$ cat src/rtl/vga_pattern_gen.sv
// vga_pattern_gen
//   Parametrised VGA timing and RGB565 test-pattern generator.
//   A horizontal/vertical counter pair walks the full raster; every output is
//   registered from that counter state, so all outputs are mutually aligned.
//   Pattern controls are latched once per frame at pixel (0,0) so a frame is
//   never torn by a mid-frame change.
//
// Ports
//   clk          pixel clock
//   rst_n        synchronous active-low reset
//   mode         pattern select: 0 bars, 1 checker, 2 grid, 3 solid
//   solid_rgb    RGB565 colour used by mode 3
//   scroll_en    advance the horizontal scroll offset once per frame
//   hsync/vsync  sync pulses, active level set by HS_POL/VS_POL
//   de           active-video flag
//   x, y         pixel coordinates while de=1, otherwise 0
//   frame_start  one-cycle pulse when pixel (0,0) is presented
//   frame_cnt    completed-frame counter (wraps at 2^16)
//   red/green/blue  5/6/5 colour, 0 outside active video
module vga_pattern_gen #(
  parameter int H_ACTIVE   = 800,
  parameter int H_FP       = 40,
  parameter int H_SYNC     = 128,
  parameter int H_BP       = 88,
  parameter int V_ACTIVE   = 600,
  parameter int V_FP       = 1,
  parameter int V_SYNC     = 4,
  parameter int V_BP       = 23,
  parameter bit HS_POL     = 1'b1,
  parameter bit VS_POL     = 1'b1,
  parameter int CHECK_LOG2 = 5,
  parameter int GRID_LOG2  = 5
) (
  input  logic                        clk,
  input  logic                        rst_n,
  input  logic [1:0]                  mode,
  input  logic [15:0]                 solid_rgb,
  input  logic                        scroll_en,
  output logic                        hsync,
  output logic                        vsync,
  output logic                        de,
  output logic [$clog2(H_ACTIVE)-1:0] x,
  output logic [$clog2(V_ACTIVE)-1:0] y,
  output logic                        frame_start,
  output logic [15:0]                 frame_cnt,
  output logic [4:0]                  red,
  output logic [5:0]                  green,
  output logic [4:0]                  blue
);

  localparam int H_TOTAL = H_ACTIVE + H_FP + H_SYNC + H_BP;
  localparam int V_TOTAL = V_ACTIVE + V_FP + V_SYNC + V_BP;
  localparam int HW = $clog2(H_TOTAL);
  localparam int VW = $clog2(V_TOTAL);
  localparam int XW = $clog2(H_ACTIVE);
  localparam int YW = $clog2(V_ACTIVE);

  logic [HW-1:0] h_cnt;
  logic [VW-1:0] v_cnt;
  logic [1:0]    mode_sh;
  logic [15:0]   rgb_sh;
  logic          scroll_sh;
  logic [XW-1:0] off;

  logic          at_origin, h_last, v_last;
  logic [1:0]    mode_eff;
  logic [15:0]   rgb_eff;
  logic          scroll_eff;
  logic [XW-1:0] off_eff;
  logic          de_c, hs_act, vs_act;
  logic [XW-1:0] x_c;
  logic [YW-1:0] y_c;
  logic [XW:0]   xs_sum, xs;
  logic [7:1]    bar_ge;
  logic [2:0]    bar;
  logic          chk_odd, grid_on;
  logic [15:0]   colour;

  // At (0,0) the frame being started must already use the freshly sampled
  // controls, so the shadow values are bypassed in that one cycle.  The
  // scroll step uses the previous frame's latched enable, which keeps the
  // offset constant across the whole frame including its first pixel.
  always_comb begin
    at_origin  = (h_cnt == '0) && (v_cnt == '0);
    h_last     = int'(h_cnt) == H_TOTAL - 1;
    v_last     = int'(v_cnt) == V_TOTAL - 1;
    mode_eff   = at_origin ? mode      : mode_sh;
    rgb_eff    = at_origin ? solid_rgb : rgb_sh;
    scroll_eff = at_origin ? scroll_en : scroll_sh;
    off_eff    = off;
    if (at_origin && scroll_sh)
      off_eff = (int'(off) == H_ACTIVE - 1) ? '0 : off + 1'b1;
  end

  always_comb begin
    de_c   = (int'(h_cnt) < H_ACTIVE) && (int'(v_cnt) < V_ACTIVE);
    x_c    = de_c ? XW'(h_cnt) : '0;
    y_c    = de_c ? YW'(v_cnt) : '0;
    hs_act = (int'(h_cnt) >= H_ACTIVE + H_FP) && (int'(h_cnt) < H_ACTIVE + H_FP + H_SYNC);
    vs_act = (int'(v_cnt) >= V_ACTIVE + V_FP) && (int'(v_cnt) < V_ACTIVE + V_FP + V_SYNC);
    // x and off are both below H_ACTIVE, so one conditional subtract is a full modulo
    xs_sum = {1'b0, x_c} + {1'b0, off_eff};
    xs     = (int'(xs_sum) >= H_ACTIVE) ? xs_sum - (XW+1)'(H_ACTIVE) : xs_sum;
  end

  // Bar index floor(xs*8/H_ACTIVE) without a divider: count how many of the
  // seven bar boundaries xs*8 has reached.
  for (genvar gi = 1; gi < 8; gi++) begin : g_bar
    assign bar_ge[gi] = int'({xs, 3'b000}) >= gi * H_ACTIVE;
  end

  always_comb begin
    bar = '0;
    for (int i = 1; i < 8; i++)
      bar = bar + 3'(bar_ge[i]);
    chk_odd = (((int'(xs) >> CHECK_LOG2) ^ (int'(y_c) >> CHECK_LOG2)) & 1) != 0;
    grid_on = ((int'(xs) & ((1 << GRID_LOG2) - 1)) == 0) ||
              ((int'(y_c) & ((1 << GRID_LOG2) - 1)) == 0) ||
              (int'(x_c) == H_ACTIVE - 1) || (int'(y_c) == V_ACTIVE - 1);
    // Bar order white,yellow,cyan,green,magenta,red,blue,black maps to
    // R=~bar[1], G=~bar[2], B=~bar[0].
    case (mode_eff)
      2'd0:    colour = {{5{~bar[1]}}, {6{~bar[2]}}, {5{~bar[0]}}};
      2'd1:    colour = chk_odd ? 16'h0000 : 16'hFFFF;
      2'd2:    colour = grid_on ? 16'hFFFF : 16'h0000;
      default: colour = rgb_eff;
    endcase
    if (!de_c)
      colour = 16'h0000;
  end

  always_ff @(posedge clk) begin
    if (!rst_n) begin
      h_cnt       <= '0;
      v_cnt       <= '0;
      mode_sh     <= 2'd0;
      rgb_sh      <= '0;
      scroll_sh   <= 1'b0;
      off         <= '0;
      frame_cnt   <= '0;
      hsync       <= ~HS_POL;
      vsync       <= ~VS_POL;
      de          <= 1'b0;
      x           <= '0;
      y           <= '0;
      frame_start <= 1'b0;
      red         <= '0;
      green       <= '0;
      blue        <= '0;
    end else begin
      h_cnt <= h_last ? '0 : h_cnt + 1'b1;
      if (h_last)
        v_cnt <= v_last ? '0 : v_cnt + 1'b1;
      if (h_last && v_last)
        frame_cnt <= frame_cnt + 16'd1;
      mode_sh     <= mode_eff;
      rgb_sh      <= rgb_eff;
      scroll_sh   <= scroll_eff;
      off         <= off_eff;
      hsync       <= hs_act ? HS_POL : ~HS_POL;
      vsync       <= vs_act ? VS_POL : ~VS_POL;
      de          <= de_c;
      x           <= x_c;
      y           <= y_c;
      frame_start <= at_origin;
      red         <= colour[15:11];
      green       <= colour[10:5];
      blue        <= colour[4:0];
    end
  end

endmodule

$ cat config.mk
export PLATFORM = sky130hd
export DESIGN_NAME = vga_pattern_gen
export DESIGN_NICKNAME = d
export VERILOG_FILES = /design/src/rtl/vga_pattern_gen.sv
export SDC_FILE = /design/constraint.sdc
export NUM_CORES = 1
export LEC_CHECK = 0
export ABC_AREA = 1
export CAP_MARGIN = 30
export CORE_ASPECT_RATIO = 0.8
export CORE_UTILIZATION = 40
export DETAILED_ROUTE_END_ITERATION = 6
export DONT_BUFFER_PORTS = 1
export HOLD_SLACK_MARGIN = 0.1
export SYNTH_ARGS = -nofsm -noshare
export SYNTH_HDL_FRONTEND = slang
export SYNTH_SLANG_ARGS = --single-unit
export TNS_END_PERCENT = 1
$ cat constraint.sdc
create_clock -name clk -period 12 [get_ports clk]
set_input_delay 1.2 -clock clk [delete_from_list [all_inputs] [get_ports clk]]
set_output_delay 1.2 -clock clk [all_outputs]
set_load 0.02 [all_outputs]
# Yosys cells after proc, flatten, opt, wreduce, memory -nomap -nowiden
# Index checks and enable logic that the tools add are counted.
[classes]
add_sub_neg = 12
order_cmp = 14
reduce_logical = 16
bitwise = 5
eq_ne = 7
muxes = 13
[op_table]
columns = ["op", "count"]
rows = [
  ["32-bit logical NOT", 2],
  ["10-bit two-way mux", 5],
  ["16-bit two-way mux", 3],
  ["16-bit one-hot mux with 3 select lines", 1],
  ["14-bit by 12-bit greater-or-equal comparator with 1-bit output (second input constant)", 3],
  ["14-bit by 13-bit greater-or-equal comparator with 1-bit output (second input constant)", 2],
  ["11-bit by 10-bit greater-or-equal comparator with 1-bit output (second input constant)", 2],
  ["11-bit by 10-bit < comparator with 1-bit output (second input constant)", 2],
  ["10-bit by 1-bit adder with 10-bit output (second input constant)", 2],
  ["10-bit == test (second input constant)", 2],
  ["10-bit by 9-bit == test with 1-bit output (second input constant)", 2],
  ["10-bit < comparator (second input constant)", 2],
  ["16-bit by 1-bit adder with 16-bit output (second input constant)", 1],
  ["14-bit by 10-bit greater-or-equal comparator with 1-bit output (second input constant)", 1],
  ["14-bit by 11-bit greater-or-equal comparator with 1-bit output (second input constant)", 1],
  ["3-bit by 1-bit adder with 3-bit output", 4],
  ["10-bit by 10-bit adder with 11-bit output", 1],
  ["11-bit by 1-bit adder with 11-bit output (second input constant)", 1],
  ["11-bit == test (second input constant)", 1],
  ["11-bit logical NOT", 1],
  ["11-bit two-way mux", 1],
  ["11-bit by 10-bit subtractor with 11-bit output (second input constant)", 1],
  ["10-bit greater-or-equal comparator (second input constant)", 1],
  ["10-bit logical NOT", 1],
  ["13 further kinds", 24],
]
[totals]
output_inout_bits = 56
ff_bits = 106
inputBits = 21
elab_cells = 83

# Depth between registers and ports, before layout
# Gate-level depths: netlist (run 1).
[depth]
ltp_word = 16
ltp_mapped = 40
depth_no_buf = 40

# Worst setup path after synthesis (run 1)
# OpenSTA, ideal clock, no wires.
[synth_timing]
path_type = "flip-flop to flip-flop"
from = "register v_cnt[0]"
to = "register red[4]"
stages_incl_launch_ff = 34
slack_ns = 5.950
arrival_time_ns = 5.940
path_cell_list = "dfxtp_1 -> inv_1 -> ha_1 -> and3_1 -> nand4_1 -> nor2_1 -> inv_1 -> nor3_1 -> nand3_1 -> o211ai_1 -> inv_1 -> ha_1 -> inv_1 -> nor3_1 -> nand4_1 -> nand3_1 -> nand2_1 -> nand2_1 -> nand3_1 -> xnor2_1 -> nand2_1 -> o21ai_1 -> or2_1 -> a21oi_1 -> fa_1 -> fa_1 -> inv_1 -> fa_1 -> fa_1 -> inv_1 -> nand2_1 -> nand4_1 -> nand2_1 -> inv_1"
[synth_via]
elab_chain_len = 16
elab_cells_between_ends = 43
classes_between = "add/sub (8); order compare (9); eq/ne (4); mux (9); bitwise (2); reduce/logical (11)"
[synth_rtl]
columns = ["item", "line", "text"]
rows = [
  ["from (decl)", "59", "logic [VW-1:0] v_cnt;"],
  ["from (signal assigned)", "153", "v_cnt <= v_last ? '0 : v_cnt + 1'b1;"],
  ["10-bit logical NOT (*)", "84", "at_origin = (h_cnt == '0) && (v_cnt == '0);"],
  ["1-bit logical AND (*)", "84", ""],
  ["1-bit logical AND (*)", "91", "if (at_origin && scroll_sh)"],
  ["10-bit two-way mux (*)", "91", ""],
  ["via off_eff[8]", "69", "logic [XW-1:0] off_eff;"],
  ["10-bit by 10-bit adder with 11-bit output (*)", "102", "xs_sum = {1'b0, x_c} + {1'b0, off_eff};"],
  ["11-bit by 10-bit subtractor with 11-bit output or 11-bit by 10-bit greater-or-equal comparator with 1-bit output (tied branches)", "103", "xs = (int'(xs_sum) >= H_ACTIVE) ? xs_sum - (XW+1)'(H_ACTIVE) : xs_sum;"],
  ["11-bit two-way mux (*)", "103", ""],
  ["14-bit by 10-bit greater-or-equal comparator with 1-bit output or 14-bit by 11-bit greater-or-equal comparator with 1-bit output (tied branches)", "109", "assign bar_ge[gi] = int'({xs, 3'b000}) >= gi * H_ACTIVE;"],
  ["1-bit by 1-bit adder with 2-bit output", "115", "bar = bar + 3'(bar_ge[i]);"],
  ["2-bit by 1-bit adder with 3-bit output", "115", ""],
  ["3-bit by 1-bit adder with 3-bit output (4 in series)", "115", ""],
  ["1-bit NOT", "123", "2'd0: colour = {{5{~bar[1]}}, {6{~bar[2]}}, {5{~bar[0]}}};"],
  ["16-bit one-hot mux with 3 select lines (*)", "122", "case (mode_eff)"],
  ["to (signal assigned)", "166", "red <= colour[15:11];"],
  ["to (decl)", "46", "output logic [4:0] red,"],
]
# The timed path passes the listed nets; every way through them passes the cells marked *.
# A chain may end at the register's enable or synchronous reset.

# Worst setup path after layout (run 1)
[layout_timing]
from = "register h_cnt[1]"
to = "register red[3]"
[layout_via]
elab_chain_len = 16
elab_cells_between_ends = 43
classes_between = "add/sub (8); order compare (9); eq/ne (4); mux (9); bitwise (2); reduce/logical (11)"
[layout_rtl]
columns = ["item", "line", "text"]
rows = [
  ["from (decl)", "58", "logic [HW-1:0] h_cnt;"],
  ["from (signal assigned)", "151", "h_cnt <= h_last ? '0 : h_cnt + 1'b1;"],
  ["11-bit logical NOT (*)", "84", ""],
  ["1-bit logical AND (*)", "84", ""],
  ["1-bit logical AND (*)", "91", ""],
  ["10-bit two-way mux (*)", "91", ""],
  ["via off_eff[8]", "69", ""],
  ["10-bit by 10-bit adder with 11-bit output (*)", "102", ""],
  ["11-bit by 10-bit subtractor with 11-bit output or 11-bit by 10-bit greater-or-equal comparator with 1-bit output (tied branches)", "103", ""],
  ["11-bit two-way mux (*)", "103", ""],
  ["14-bit by 10-bit greater-or-equal comparator with 1-bit output or 14-bit by 11-bit greater-or-equal comparator with 1-bit output (tied branches)", "109", ""],
  ["1-bit by 1-bit adder with 2-bit output", "115", ""],
  ["2-bit by 1-bit adder with 3-bit output", "115", ""],
  ["3-bit by 1-bit adder with 3-bit output (4 in series)", "115", ""],
  ["1-bit NOT", "123", ""],
  ["16-bit one-hot mux with 3 select lines (*)", "122", ""],
]
# Marks and branches as above.

==> results of run 1 <==
-- layout make-up --
cell class	instances	area, um^2	share of cell area
multi-input combinational	573	2960	0.484
tap	180	225	0.0369
sequential	106	2120	0.347
clock inverter	6	60.1	0.00983
clock buffer	10	229	0.0375
timing repair buffer	3	22.5	0.00369
inverter	131	492	0.0805
-- flip-flops by register name, summed over array words and instances (netlist names) --
| signal | flops |
|---|---|
| blue | 5 |
| de | 1 |
| frame_cnt | 16 |
| frame_start | 1 |
| green | 6 |
| h_cnt | 11 |
| hsync | 1 |
| mode_sh | 2 |
| off | 10 |
| red | 5 |
| rgb_sh | 16 |
| scroll_sh | 1 |
| v_cnt | 10 |
| vsync | 1 |
| x | 10 |
| y | 10 |
-- placed cells by master, fill, tap and decap left out, drive strengths merged, types with 2 or more instances in the layout --
cell	netlist	final
a211oi	4	4
a21oi	43	43
a31oi	2	2
buf	2	3
clkbuf	11	10
clkinv	2	3
clkinvlp	0	2
dfxtp	106	106
fa	5	5
ha	17	17
inv	129	132
nand2	210	210
nand3	45	45
nand3b	2	2
nand4	34	34
nor2	124	124
nor3	25	25
nor3b	3	3
nor4	10	10
o21a	2	2
o21ai	29	29
or2	2	2
xnor2	2	2
xor2	6	6
-- path summary, 6_finish.rpt --
check,to,slack [ns]
max,red[3]$_SDFF_PN0_,5.04
min,rgb_sh[2]$_SDFF_PN0_,0.47
max reg2reg,red[3]$_SDFF_PN0_,5.04
min reg2reg,rgb_sh[2]$_SDFF_PN0_,0.47
-- metal layers --
metal  up-vias  part of all wire
met3         9             0.056
met2       102              0.40
met4         0            0.0087
met1      2250              0.53
li1       2639                 -
met5         -                 0
-- cell families (layout without fill, tap and decap cells) --
group	after synthesis	after routing	synth area share
xor+xnor	8	8	0.0124
buf+inv	144	150	0.0974
fa+ha+maj	22	22	0.0556
simple gates	456	456	0.371
flops	106	106	0.377
compound gates	87	87	0.0871
-- cells in the mapped netlist, types with 3 or more instances --
cell type,n,area [um^2]
nor4_1,10,62.6
nor2_2,7,43.8
a21oi_1,42,210
nand4_1,34,213
dfxtp_1,106,2120
ha_1,17,213
nand3_4,3,52.6
nor3_1,25,125
nand2_2,13,81.3
xor2_1,6,52.6
inv_1,124,465
o21ai_1,5,25.0
nand3_1,35,175
nand2_1,197,739
nor3b_1,3,22.5
inv_2,5,18.8
fa_1,5,100
nor2_1,115,432
o21ai_0,23,115
clkbuf_1,11,41.3
a211oi_1,4,30.0
nand3_2,7,70.1
-- critical path, delay by kind of cell, from the launching register on --
family | cells | cell delay, ns
buf+inv | 7 | 0.50
compound gates | 3 | 0.64
flops | 1 | 0.33
simple gates | 17 | 2.89
fa+ha+maj | 6 | 2.47
-- power groups by stage --
stage / registers (mW) / clock network, mW / logic (mW)
floorplan: 0.397 / 0 / 0.0682
global placement: 0.400 / 0 / 0.0859
detailed placement: 0.400 / 0 / 0.0864
CTS: 0.392 / 0.298 / 0.0868
global route: 0.393 / 0.311 / 0.0997
finish: 0.391 / 0.290 / 0.0865
-- through the flow --
step                utilization  hold slack (ns)
finish                    0.448            0.473
global route              0.448            0.495
CTS                       0.448            0.476
detailed placement        0.427            0.463
global placement          0.427            0.448
floorplan                     -            0.430
==> impl_results.md, run 1 <==
* Clock sink count at 106
* Startpoint Class: register
* P_sw at approximately 230 uW
* Met2 usage at 0.281
* Avg Cell Area, Syn at 6.84 um^2
* Post-DP HPWL at between 9000 and 10000 um
* Flop pwr share at 0.509
* Met3 Resource Use GR at 0.0609
* VDD IR-drop max at ~0.087 mV
* Met1 Use GR at 0.271
* Total chip power at between 700 and 800 uW
* I/O Pins at between 70 and 80
* Antenna viol nets, final at 0
* Core area at between 10000 and 15000 um^2
* Comb pwr share at 0.113
* Top_reg_cell synth: dfxtp_1
* Final setup fails at 0
* Vias in the first global route at ~4500
* Fillers at around 1400
* # hold bufs at CTS at 0
* Worst reg2reg startpoint: h_cnt[1]$_SDFF_PP0_
* Final nets at 867
* Switching Share at 0.294
* Post-CTS setup buffer count at 0
* CP required at 12.26 ns
* Final Cell Area at ~6100 um^2
* Iteration-0 DRC Markers at 418
* Setup WS post-layout at between 5 and 6 ns
* Unrepaired setup endpoints after global routing: false
* # DRC at 0
* Hold depth at 2
* Arr. time, crit path at ~7.2 ns
* Hold crit path type: reg2reg
* H-tree depth at 3
* Fin crit share at 0.580
* Leakage at 2.81 nW
* First-pass DRT Iterations at 5
* Setup Skew at 0.0111 ns
* DP Area at roughly 5800 um^2
* Dpl ws at around 5.1 ns
* DR vias at 5000
* Critical path capture point type: register
* Avg WL per Cell at ~13 um
* All-Layer GR Usage at 0.192
* Critical path's slowest cell: fa_1
* Root buf cell: clkbuf_16
* Gpl congestion at around 0.85
* GRT overflow at 0
* Seq cells post-synth at between 100 and 150
* Drt total wl at around 13000 um
* Max Fclk at approximately 140 MHz
* Pwr/cell area at between 100 and 150 nW/um^2
* Worst Path Max Fanout at 9
* Result of the run: completed
* Worst-Margin Slew at a little under 0.7 ns
* Syn Inst Count at about 820
* Async SR Flop Fraction at 0
* Rows at 38
* Post-synth EDFFs at 0
* First-pass GRT wire length at 22200 um
* Syn Nets at around 870
* Initial core utilization at 0.413
* Largest net degree at the start of global routing at 43
* Latest clock arrival within the worst-skew pair at between 0.3 and 0.4 ns
* Yosys Warn Count at 0
* Post-Synthesis Cell Area at about 5600 um^2
* Port buffer count at 0
* Setup tns final at 0 ns
* Die area at between 10000 and 15000 um^2
* Top cell by count, worst path: inv_1
* DR vias/cell at 4.96
* Final Critical Period at around 7 ns
* Busiest grt layer: met2
* Int Pwr at 542 uW
* Critical path's largest stage delay at roughly 0.54 ns
* Maxcap violations at 0
* Synth unique cells at 44
* Final std cells w/o fill at just over 1000
* Hold Path Origin: rgb_sh[2]$_SDFF_PN0_
* Clock-pin slew on the worst setup and hold paths at 0.08 ns
* Critical path launch point: h_cnt[1]$_SDFF_PP0_
* Register area share after synthesis at 0.377
* Relative slew slack at 0.537
* Initial antenna violation count at 0
* CTS tree: done
* DP Cell Count at 993
* Pins Over Slew Limit at 0
* ANT cells at 0
* Num CTS Buffers at 9
* Post-CTS sizing at 0
* Clk pwr share at 0.378
* Die W at 135 um
* CTS max path bufs at 2
* Area growth syn-to-layout at 8.54%
* Reg2Reg Depth at 33
* Final-report hold violation count at 0
* DIE HEIGHT at 108 um
* Share of cells above drive strength 1 at 0.0724
* Critical path type: reg2reg
Note: power is estimated with default switching activity, not from simulation.
==> run 2, diff against run 1 <==
==> constraint.sdc (replaced) <==
create_clock -name clk -period 6.8 [get_ports clk]
set_input_delay 0.68 -clock clk [delete_from_list [all_inputs] [get_ports clk]]
set_output_delay 0.68 -clock clk [all_outputs]
set_load 0.02 [all_outputs]
==> impl_results.md, run 2 (synthesis results as in run 1) <==
* Result of the run: completed
* Relative slew slack at 0.545
* CTS max path bufs at 2
* All-Layer GR Usage at 0.199
* Antenna viol nets, final at 0
* I/O Pins at 77
* Clock-pin slew on the worst setup and hold paths at around 0.080 ns
* Port buffer count at 0
* ANT cells at 0
* M1 wire length at 7210 um
* DIE HEIGHT at around 110 um
* Hold depth at 2
* Rows at 38
* Maxcap violations at 0
* Gpl congestion at between 0.8 and 0.9
* Hold crit path type: in2reg
* Share of cells above drive strength 1 at 0.124
* Critical path capture point type: register
* Met2 Routed Length at between 5000 and 6000 um
* DR vias/cell at 4.96
* Critical path launch point: h_cnt[6]$_SDFF_PP0_
* Fin crit share at 0.936
* Biggest regs: frame_cnt: 16 flops, rgb_sh: 16 flops, h_cnt: 11 flops
* Clock sink count at about 110
* R2R Setup Slk at 0.43 ns
* Core area at approximately 14000 um^2
* Reg2Reg Depth at 37
* # DRC at 0
* DR vias at roughly 5100
* Final setup fails at 0
* Pwr/cell area at around 220 nW/um^2
* Worst hold endpoint: frame_cnt[15]$_SDFFE_PN0P_
* Worst reg2reg startpoint: h_cnt[6]$_SDFF_PP0_
* Vias in the first global route at 4601
* Critical path's largest stage delay at 0.55 ns
* Initial core utilization at 0.413
* Arr. time, crit path at roughly 6.6 ns
* Worst-Margin Slew at about 0.7 ns
* Reg2reg end: red[3]$_SDFF_PN0_
* Top layer in use: met4
* CP required at about 7.1 ns
* Latest clock arrival within the worst-skew pair at about 0.36 ns
* Most common cell after layout, fill and taps aside: nand2_1
* Post-DP HPWL at between 10000 and 15000 um
* H-tree depth at 3
* Initial antenna violation count at 0
* Worst Path Max Fanout at 5
* Leakage at between 2 and 3 nW
* First-pass GRT wire length at ~23000 um
* Pins Over Slew Limit at 0
* Top cell by count, worst path: nand2_1
* Most frequent cells in the layout: nand2_1, inv_1, nor2_1
* Final nets at just under 900
* Routed wl met3 at roughly 820 um
* GRT overflow at 0
* VDD IR-drop max at between 0.1 and 0.15 mV
* Die W at 135 um
* Setup Skew at between 0.01 and 0.015 ns
* Critical path type: reg2reg
* Startpoint Class: register
* Drt total wl at 13800 um
* Hold Worst Slack at about 0.44 ns
* Largest net degree at the start of global routing at 43
* Critical path's slowest cell: fa_1
* Hold Path Origin: rst_n
* Num CTS Buffers at 9
* Max Fclk at approximately 160 MHz
* Final-report hold violation count at 0
* Area growth syn-to-layout at 13.2%
* CTS tree: done
* Setup tns final at 0 ns
* Final Critical Period at approximately 6.4 ns
* Die area at roughly 15000 um^2
* Total chip power at 1.39 mW
* Iteration-0 DRC Markers at a little under 300
* First-pass DRT Iterations at 5
* Root buf cell: clkbuf_16
* Avg WL per Cell at approximately 14 um
-- run 2: area by class of cell --
class                      count  area (um^2)
timing repair buffer          13          101
clock inverter                 6         71.3
multi-input combinational    574         3120
inverter                     131          492
tap                          180          225
sequential                   106         2120
clock buffer                  10          239
fill                        1427         7270
-- run 2: layer usage --
layer	GRT usage	up-vias
met1	0.285	2283
met3	0.0652	11
met4	0.0562	0
met5	0	-
met2	0.281	112
li1	-	2656
-- run 2: repair_timing --
item,4_1_cts,5_1_grt
endpoints found under the setup margin,5,16
pin swaps,0,14
gates cloned,0,1
hold buffers,0,0
buffers inserted,0,4
resized for setup,1,38
-- run 2: worst max-delay path, delay by kind of cell, from the launching register on --
| family | cells | cell delay, ns |
|---|---|---|
| and+or+nand+nor | 21 | 2.47 |
| AOI/OAI and AO/OA | 2 | 0.33 |
| DFF | 1 | 0.35 |
| adders and majority gates | 6 | 2.49 |
| buffers and inverters | 8 | 0.63 |
-- run 2: how the worst max path moves through the flow --
stage | endpoint | slack, ns | cells after the start
final | red[3]$_SDFF_PN0_ | 0.43 | 37
after global routing | red[3]$_SDFF_PN0_ | -0.04 | 38
after CTS | red[3]$_SDFF_PN0_ | 0.04 | 33
after detailed placement | red[3]$_SDFF_PN0_ | -0.05 | 33
after global placement | red[2]$_SDFF_PN0_ | -0.009 | 34
after floorplan | red[4]$_SDFF_PN0_ | 0.75 | 33
-- run 2: where the power goes --
group          switching (mW)  internal [mW]  total [mW]  leakage (nW)
Combinational           0.106         0.0498       0.156          1.90
Sequential             0.0383          0.653       0.691         0.865
Clock                   0.245          0.300       0.545         0.151
Total                   0.390           1.00        1.39          2.92
-- run 2: per-stage QoR --
stage | utilization | setup WS [ns] | instances | cell area (um^2)
global placement | 0.429 | -0.00857 | 998 | 5860
floorplan | - | 0.750 | 823 | 5630
detailed placement | 0.430 | -0.0545 | 999 | 5870
finish | 0.467 | 0.433 | 1020 | 6370
global route | 0.467 | -0.0380 | 1020 | 6370
CTS | 0.453 | 0.0434 | 1015 | 6180
==> run 3, diff against run 2 <==
--- a/config.mk
+++ b/config.mk
@@ -12,6 +12,7 @@
 export DETAILED_ROUTE_END_ITERATION = 6
 export DONT_BUFFER_PORTS = 1
 export HOLD_SLACK_MARGIN = 0.1
+export SKIP_LAST_GASP = 1
 export SYNTH_ARGS = -nofsm -noshare
 export SYNTH_HDL_FRONTEND = slang
 export SYNTH_SLANG_ARGS = --single-unit
==> results of run 3 <==
No change in the layout: final DEF, timing and power equal those of run 2.
